$ cat config.mk
export PLATFORM = sky130hd
export DESIGN_NAME = corelet_ctrl
export DESIGN_NICKNAME = d
export VERILOG_FILES = /design/src/rtl/corelet_ctrl.sv
export SDC_FILE = /design/constraint.sdc
export NUM_CORES = 1
export LEC_CHECK = 0
export BUFFER_PORTS_ARGS = -buffer_cell sky130_fd_sc_hd__buf_4
export CAP_MARGIN = 15
export CORE_MARGIN = 2
export CORE_UTILIZATION = 30
export DETAILED_ROUTE_END_ITERATION = 12
export SLEW_MARGIN = 20
export SYNTH_ARGS = -nofsm -noshare
export SYNTH_HDL_FRONTEND = slang
export SYNTH_SLANG_ARGS = --single-unit
$ cat constraint.sdc
create_clock -name clk -period 5.95 [get_ports clk]
set_clock_uncertainty 0.15 [all_clocks]
set_input_delay 0.2975 -clock clk [delete_from_list [all_inputs] [get_ports clk]]
set_output_delay 0.2975 -clock clk [all_outputs]
set_load 0.05 [all_outputs]
$ cat src/rtl/corelet_ctrl.sv
// corelet_ctrl: sequences L0 fetch, MAC kernel-load/execute, OFIFO drain into psum SRAM, then SFU accumulate/ReLU replay.
// Optional: define CORELET_CTRL_RELU_EN to assert relu during ACC_OUT; otherwise relu is tied low.
module corelet_ctrl #(
    parameter int bw       = 4,
    parameter int psum_bw  = 16,
    parameter int row      = 8,
    parameter int col      = 8,
    parameter int len_kij  = 9,
    parameter int len_nij  = 36,
    parameter int len_onij = 16,
    parameter int addr_bw  = 11
) (
    input  logic               clk,
    input  logic               reset,
    input  logic               start,
    output logic               busy,
    output logic               done,
    output logic               xmem_cen,
    output logic [addr_bw-1:0] xmem_addr,
    input  logic [bw*row-1:0]  xmem_q,
    output logic [bw*row-1:0]  data_to_l0,
    output logic               l0_wr,
    output logic               l0_rd,
    input  logic               l0_full,
    input  logic               l0_ready,
    output logic [1:0]         inst,
    output logic               ofifo_rd,
    input  logic               ofifo_valid,
    input  logic               ofifo_full,
    output logic               pmem_cen,
    output logic               pmem_wen,
    output logic [addr_bw-1:0] pmem_addr,
    output logic               accumulate,
    output logic               relu
);
    if (psum_bw < 1) begin : g_psum_bw_check
        $error("psum_bw must be positive");
    end

    typedef enum logic [3:0] {IDLE, W_FILL, W_LOAD, W_SETTLE, X_RUN, X_DRAIN, ACC, ACC_OUT, DONE} state_t;
    state_t state, state_n;

    localparam logic [addr_bw-1:0] n_col       = addr_bw'(col);
    localparam logic [addr_bw-1:0] n_kij       = addr_bw'(len_kij);
    localparam logic [addr_bw-1:0] n_nij       = addr_bw'(len_nij);
    localparam logic [addr_bw-1:0] col_last    = addr_bw'(col - 1);
    localparam logic [addr_bw-1:0] kij_last    = addr_bw'(len_kij - 1);
    localparam logic [addr_bw-1:0] nij_last    = addr_bw'(len_nij - 1);
    localparam logic [addr_bw-1:0] onij_last   = addr_bw'(len_onij - 1);
    localparam logic [addr_bw-1:0] settle_last = addr_bw'(row + col - 1);

    logic [addr_bw-1:0] kij, cnt, rcnt, wcnt, d, o, n_fetch;
    logic               pend, hold_v, acc_q, fetch, cur_v, issue, drain_st, acc_rd, cnt_inc, last_kij;
    logic [bw*row-1:0]  hold_d;

    // The holding slot is logically full either while a read is in flight (data on xmem_q) or after capture.
    assign fetch      = state == W_FILL || state == X_RUN;
    assign n_fetch    = state == X_RUN ? n_nij : n_col;
    assign cur_v      = hold_v | pend;
    assign data_to_l0 = hold_v ? hold_d : xmem_q;
    assign l0_wr      = cur_v & ~l0_full;
    assign issue      = fetch && rcnt != n_fetch && (!cur_v || l0_wr);
    assign xmem_cen   = ~issue;
    assign xmem_addr  = (state == X_RUN ? n_kij * n_col : kij * n_col) + rcnt;

    assign l0_rd      = (state == W_LOAD && l0_ready) || (state == X_RUN && l0_ready && !ofifo_full);
    assign inst       = {state == X_RUN && l0_rd, state == W_LOAD && l0_rd};

    assign drain_st   = state == X_RUN || state == X_DRAIN;
    assign ofifo_rd   = drain_st && ofifo_valid && d != n_nij;
    assign acc_rd     = state == ACC && cnt != n_kij;
    assign pmem_cen   = ~(ofifo_rd | acc_rd);
    assign pmem_wen   = ~ofifo_rd;
    assign pmem_addr  = state == ACC ? cnt * n_nij + o : kij * n_nij + d;

    assign busy       = state != IDLE;
    assign done       = state == DONE;
    assign accumulate = acc_q;
`ifdef CORELET_CTRL_RELU_EN
    assign relu       = state == ACC_OUT;
`else
    assign relu       = 1'b0;
`endif

    assign last_kij   = kij == kij_last;
    assign cnt_inc    = (state == W_LOAD || state == X_RUN) ? l0_rd : (state == W_SETTLE || state == ACC);

    always_comb begin
        state_n = state;
        case (state)
            IDLE:     if (start) state_n = W_FILL;
            W_FILL:   if (l0_wr && wcnt == col_last) state_n = W_LOAD;
            W_LOAD:   if (l0_rd && cnt == col_last) state_n = W_SETTLE;
            W_SETTLE: if (cnt == settle_last) state_n = X_RUN;
            X_RUN:    if (l0_rd && cnt == nij_last) state_n = X_DRAIN;
            X_DRAIN:  if (d == n_nij) state_n = last_kij ? ACC : W_FILL;
            ACC:      if (cnt == n_kij) state_n = ACC_OUT;
            ACC_OUT:  state_n = o == onij_last ? DONE : ACC;
            DONE:     state_n = IDLE;
            default:  state_n = IDLE;
        endcase
    end

    always_ff @(posedge clk or posedge reset) begin
        if (reset) begin
            state  <= IDLE;
            kij    <= '0;
            cnt    <= '0;
            rcnt   <= '0;
            wcnt   <= '0;
            d      <= '0;
            o      <= '0;
            pend   <= 1'b0;
            hold_v <= 1'b0;
            hold_d <= '0;
            acc_q  <= 1'b0;
        end else begin
            state  <= state_n;
            cnt    <= state_n != state ? '0 : cnt + addr_bw'(cnt_inc);
            rcnt   <= fetch ? rcnt + addr_bw'(issue) : '0;
            wcnt   <= fetch ? wcnt + addr_bw'(l0_wr) : '0;
            pend   <= issue;
            hold_v <= cur_v & ~l0_wr;
            hold_d <= pend ? xmem_q : hold_d;
            d      <= drain_st ? d + addr_bw'(ofifo_rd) : '0;
            kij    <= (state == X_DRAIN && d == n_nij) ? (last_kij ? '0 : kij + 1'b1) : kij;
            o      <= state == ACC_OUT ? (o == onij_last ? '0 : o + 1'b1) : o;
            acc_q  <= acc_rd;
        end
    end
endmodule

* After elaboration in Yosys (flattened, before gate mapping)
Index checks and enable logic that the tools add are counted.
Word-level totals: output and inout port bits 66, ROM bits 0, memories 0, RAM bits 0, bits in latches 0, input port bits 39, word-level logic and storage cells 96, register bits after elaboration 105
Operators by class: reduce and logical (&&, ||, !) cells 24, shift-type cells 0, add/sub/neg operators 9, multiply operators 2, bitwise logic cells 9, equal/unequal tests 20, order comparisons 0, muxes and demuxes 21, divide/modulo/power cells 0
Operators with widths (number):
- two-way mux 11 bit | 8
- adder 11 x 1 -> 11 bit | 4
- equality test 11 x 4 -> 1 bit (second input constant) | 4
- adder 11 bit | 3
- two-way mux 32 bit | 1
- two-way mux 4 bit | 8
- case mux 4 bit (8 select lines) | 1
- adder 11 x 1 -> 11 bit (second input constant) | 2
- equality test 11 x 3 -> 1 bit (second input constant) | 2
- equality test 11 x 6 -> 1 bit (second input constant) | 2
- multiplier 11 x 4 -> 9 bit (second input constant) | 2
- equality test 4 x 3 -> 1 bit (second input constant) | 4
- logical AND 1 bit | 14
- inequality test 11 x 4 -> 1 bit (second input constant) | 1
- inequality test 11 x 6 -> 1 bit | 1
- inequality test 11 x 6 -> 1 bit (second input constant) | 1
- equality test 4 x 2 -> 1 bit (second input constant) | 2
- logical OR 1 bit | 6
- two-way mux 6 bit | 1
- inverter 1 bit | 5
- equality test 4 x 1 -> 1 bit (second input constant) | 1
- equality test 4 bit (second input constant) | 1
- logical NOT 4 bit | 1
- inequality test 4 bit | 1
- other kinds (6) | 9

* Logic depth before layout (Yosys ltp)
depth in word-level cells 9, mapped depth 13, gate-level depth less buffers 12

* Worst setup path after synthesis
No wires, ideal clock.
path type register -> output, from reg kij[4], to out pmem_addr[9], setup slack 2203 ps, data required time 5503 ps, buffers on the path 0, arrival time 3299 ps, stages on the path, launching flop included 11, cells stage by stage dfrtp_1 ha_1 ha_1 inv_1 fa_1 inv_1 ha_1 a2111oi_0 nor3_1 xnor2_1 o21ai_0
Between the ends: longest elaborated chain between the ends 3
Ends and longest elaborated chain:
- start, declared | RTL line 52 | logic [addr_bw-1:0] kij, cnt, rcnt, wcnt, d, o, n_fetch;
- start signal, assigned | RTL line 126 | kij <= (state == X_DRAIN && d == n_nij) ? (last_kij ? '0 : kij + 1'b1) : kij;
- multiplier 11 x 4 -> 9 bit | RTL line 74 | assign pmem_addr = state == ACC ? cnt * n_nij + o : kij * n_nij + d;
- adder 11 bit | RTL line 74
- two-way mux 11 bit | RTL line 74
- end, declared | RTL line 32 | output logic [addr_bw-1:0] pmem_addr,
No other way between the ends.

* Worst setup path after layout
from reg state[1], to out xmem_addr[10]
Between the ends: longest elaborated chain between the ends 3
Ends and longest elaborated chain:
- start, declared | RTL line 41 | state_t state, state_n;
- start signal, assigned | RTL line 118 | state <= state_n;
- equality test 4 x 3 -> 1 bit | RTL line 64 | assign xmem_addr = (state == X_RUN ? n_kij * n_col : kij * n_col) + rcnt;
- two-way mux 11 bit | RTL line 64
- adder 11 bit | RTL line 64
- end, declared | RTL line 19 | output logic [addr_bw-1:0] xmem_addr,
No other way between the ends.

==> metrics.cfg <==
[global_routing]
grt_max_degree=69
antenna_found_initial=0
overflow=0
grt_pass1_wl_mm=26.34
first_global_vias=5263
grtUsageTotal_pct=13.49

[yosys]
synth_area_um2=6934
syn_nets=793
synth_edf_count=0
synthFlopType=dfrtp_1
synth.avg_cell_area_um2=9.949
synthTopCellsByArea=dfrtp_1 (38%), mux2_2 (11%), ha_1 (9.4%), xnor2_1 (5.9%), xor2_1 (4.2%)
ys_ff_latch=105
synth_warnings=0
ys_async_sr_fraction_pct=100.0
yosysTopAreaCell=dfrtp_1
synthCells=697
seq_area_frac_synth_pct=37.89
yosysMostFrequentCell=dfrtp_1
synth_cell_types=64
synth_top_area_share_pct=37.89
ys_top_cells_by_count=dfrtp_1 (105), nor2_1 (71), mux2_2 (68)

[worst_hold_path]
min_path_cells=2
hp-start=xmem_q[12]
hold_path.class=primary input to flip-flop

[sta]
tns_ns=0
fmax_ghz=0.2518
slew_violations=0
setup_viol=0
hold_viol_final=0
worst_slew_pin_slew_ns=0.8804
period_minus_slack_ns=3.972
finalCritPeriodShare_pct=66.76
slew_headroom_pct=41.31
rsz0062_at_grt=no

[cells_and_area]
layout-drive-gt1-share_pct=26.73
finalNetCount=884
diodes=0
fin_util_pct=36.49
instances_no_fill=1078
area_growth_pct=19.13

[pwr]
power_mw=2.676
leakage_nw=3.870
cellPowerDensity_nw_per_um2=324.0
peakVddDrop_uv=153.4

[place]
port_buffers=103
hpwlAfterDp_mm=11.77
gp_congestion=0.8156
placed_cells_incl_taps=1061

[critical_path]
cp-startpoint=state[1]
cp-start-kind=flip-flop
arrival_ns=3.52
cp_data_required_time_ns=5.50
worstPathMaxFanout=16
cp_cell_sequence=or4b_1, nand2_1, inv_1, ha_1, a21o_1, a21oi_1, o21ai_0, o41ai_1, xor2_1, buf_4
crit_slowest_cell=or4b_1
end_kind=primary output
r2r_cells=11
timing.rr.start=state[1]
critPathKind=flip-flop to primary output
cpPeakStageDelay_ns=0.76

[route]
vias=5255
wirelength_mm=15.83
drc=0
wire_per_inst_um=14.68
final_antenna_net_count=0
drt_first_pass_iters=4
via_per_inst=4.875
drt_iter0_drc=256

[cts]
cts_resized=0
cts_tree=yes
cts.htree.levels=3
cts_buffers=9
cts.root.buffer_cell=clkbuf_16
clockBufferDepth=2
cts_sinks=105
insertion_delay_ns=0.36
cts.clk_slew.worst_paths_ns=0.08

[die]
start_util_pct=30.63
die_y_um=156.0
row_count=55
ios=105
fp.coreArea_um2=22640
die_w_um=156.0
die_area_um2=24350

[run_status]
status=complete, no violations

[flow_run]
maxCapViolCount=0

## report_power, final
part	switching [mW]	internal (mW)
Clock	0.298	0.302
Sequential	0.104	0.861
Combinational	0.668	0.443
Total	1.07	1.61
## layer usage
metal	vias up	wire (um)	GRT usage, %
met4	0	154	2.927
met1	2513	7886	18.69
met5	-	0	0
met2	127	6918	21.03
li1	2606	-	-
met3	9	870	3.722
## worst max-delay path, delay by kind of cell, from the launching register on
family          cells  cell delay (ns)
simple gates        2             0.96
compound gates      4             0.92
xor+xnor            1             0.20
fa+ha+maj           1             0.27
flops               1             0.52
buf+inv             2             0.28
## per-stage QoR
step / cell area [um^2] / hold WS (ns) / setup WS (ns)
2_1_floorplan: 6934 / 0.2857 / 2.203
5_1_grt: 8260 / 0.0003823 / 1.706
3_5_place_dp: 7961 / 0.2241 / 2.376
6_report: 8260 / 0.02283 / 1.978
4_1_cts: 8260 / 0.008577 / 1.959
3_3_place_gp: 7961 / 0.2278 / 2.478
## path summary, 6_finish.rpt
path                                  to  slack [ns]
max                        xmem_addr[10]        1.98
min                           hold_d[12]        0.02
max reg2reg                      rcnt[8]        2.61
min reg2reg                      kij[10]        0.32
max in group asynchronous      hold_d[4]        4.01
min in group asynchronous     hold_d[17]        0.37
## logic make-up (layout without fill, tap and decap cells)
family | count (synthesis) | in the layout | share of synthesized area [%]
mux | 72 | 72 | 11.69
other cells | 1 | 1 | 0.05408
buf+inv | 63 | 159 | 3.789
flops | 105 | 105 | 37.89
simple gates | 245 | 245 | 18.60
fa+ha+maj | 57 | 57 | 10.83
xor+xnor | 80 | 80 | 10.10
compound gates | 74 | 74 | 7.037
## state kept, by name (all words and copies together) (netlist names)
| register | count |
|---|---|
| hold_d | 32 |
| cnt | 11 |
| d | 11 |
| kij | 11 |
| o | 11 |
| rcnt | 11 |
| wcnt | 11 |
| state | 4 |
| accumulate | 1 |
| hold_v | 1 |
| pend | 1 |
## cells in the final DEF, fill, tap and decap left out, drive strengths merged, types with 5 or more instances in the layout
cell	count
nand4	9
buf	106
dfrtp	105
and2	7
fa	5
mux2	69
clkbuf	10
xor2	33
nand3	30
a21o	8
a21oi	17
nor2	81
nand2	35
inv	39
nor2b	7
o21ai	21
nand2b	8
and3	17
xnor2	47
nor3	13
ha	52
nor4	10
## layout make-up
cell class / count / area [um^2]
fill: 2288 / 14380
clock buffer: 10 / 239.0
inverter: 36 / 137.6
clock inverter: 6 / 50.05
timing repair buffer: 107 / 805.8
multi-input combinational: 529 / 4044
sequential: 105 / 2628
tap: 285 / 356.6
## what timing repair did
action,4_1_cts,5_1_grt
buffers inserted,0,0
hold endpoints to repair,37,0
hold buffers,1,0
Note: power is estimated with default switching activity, not from simulation.
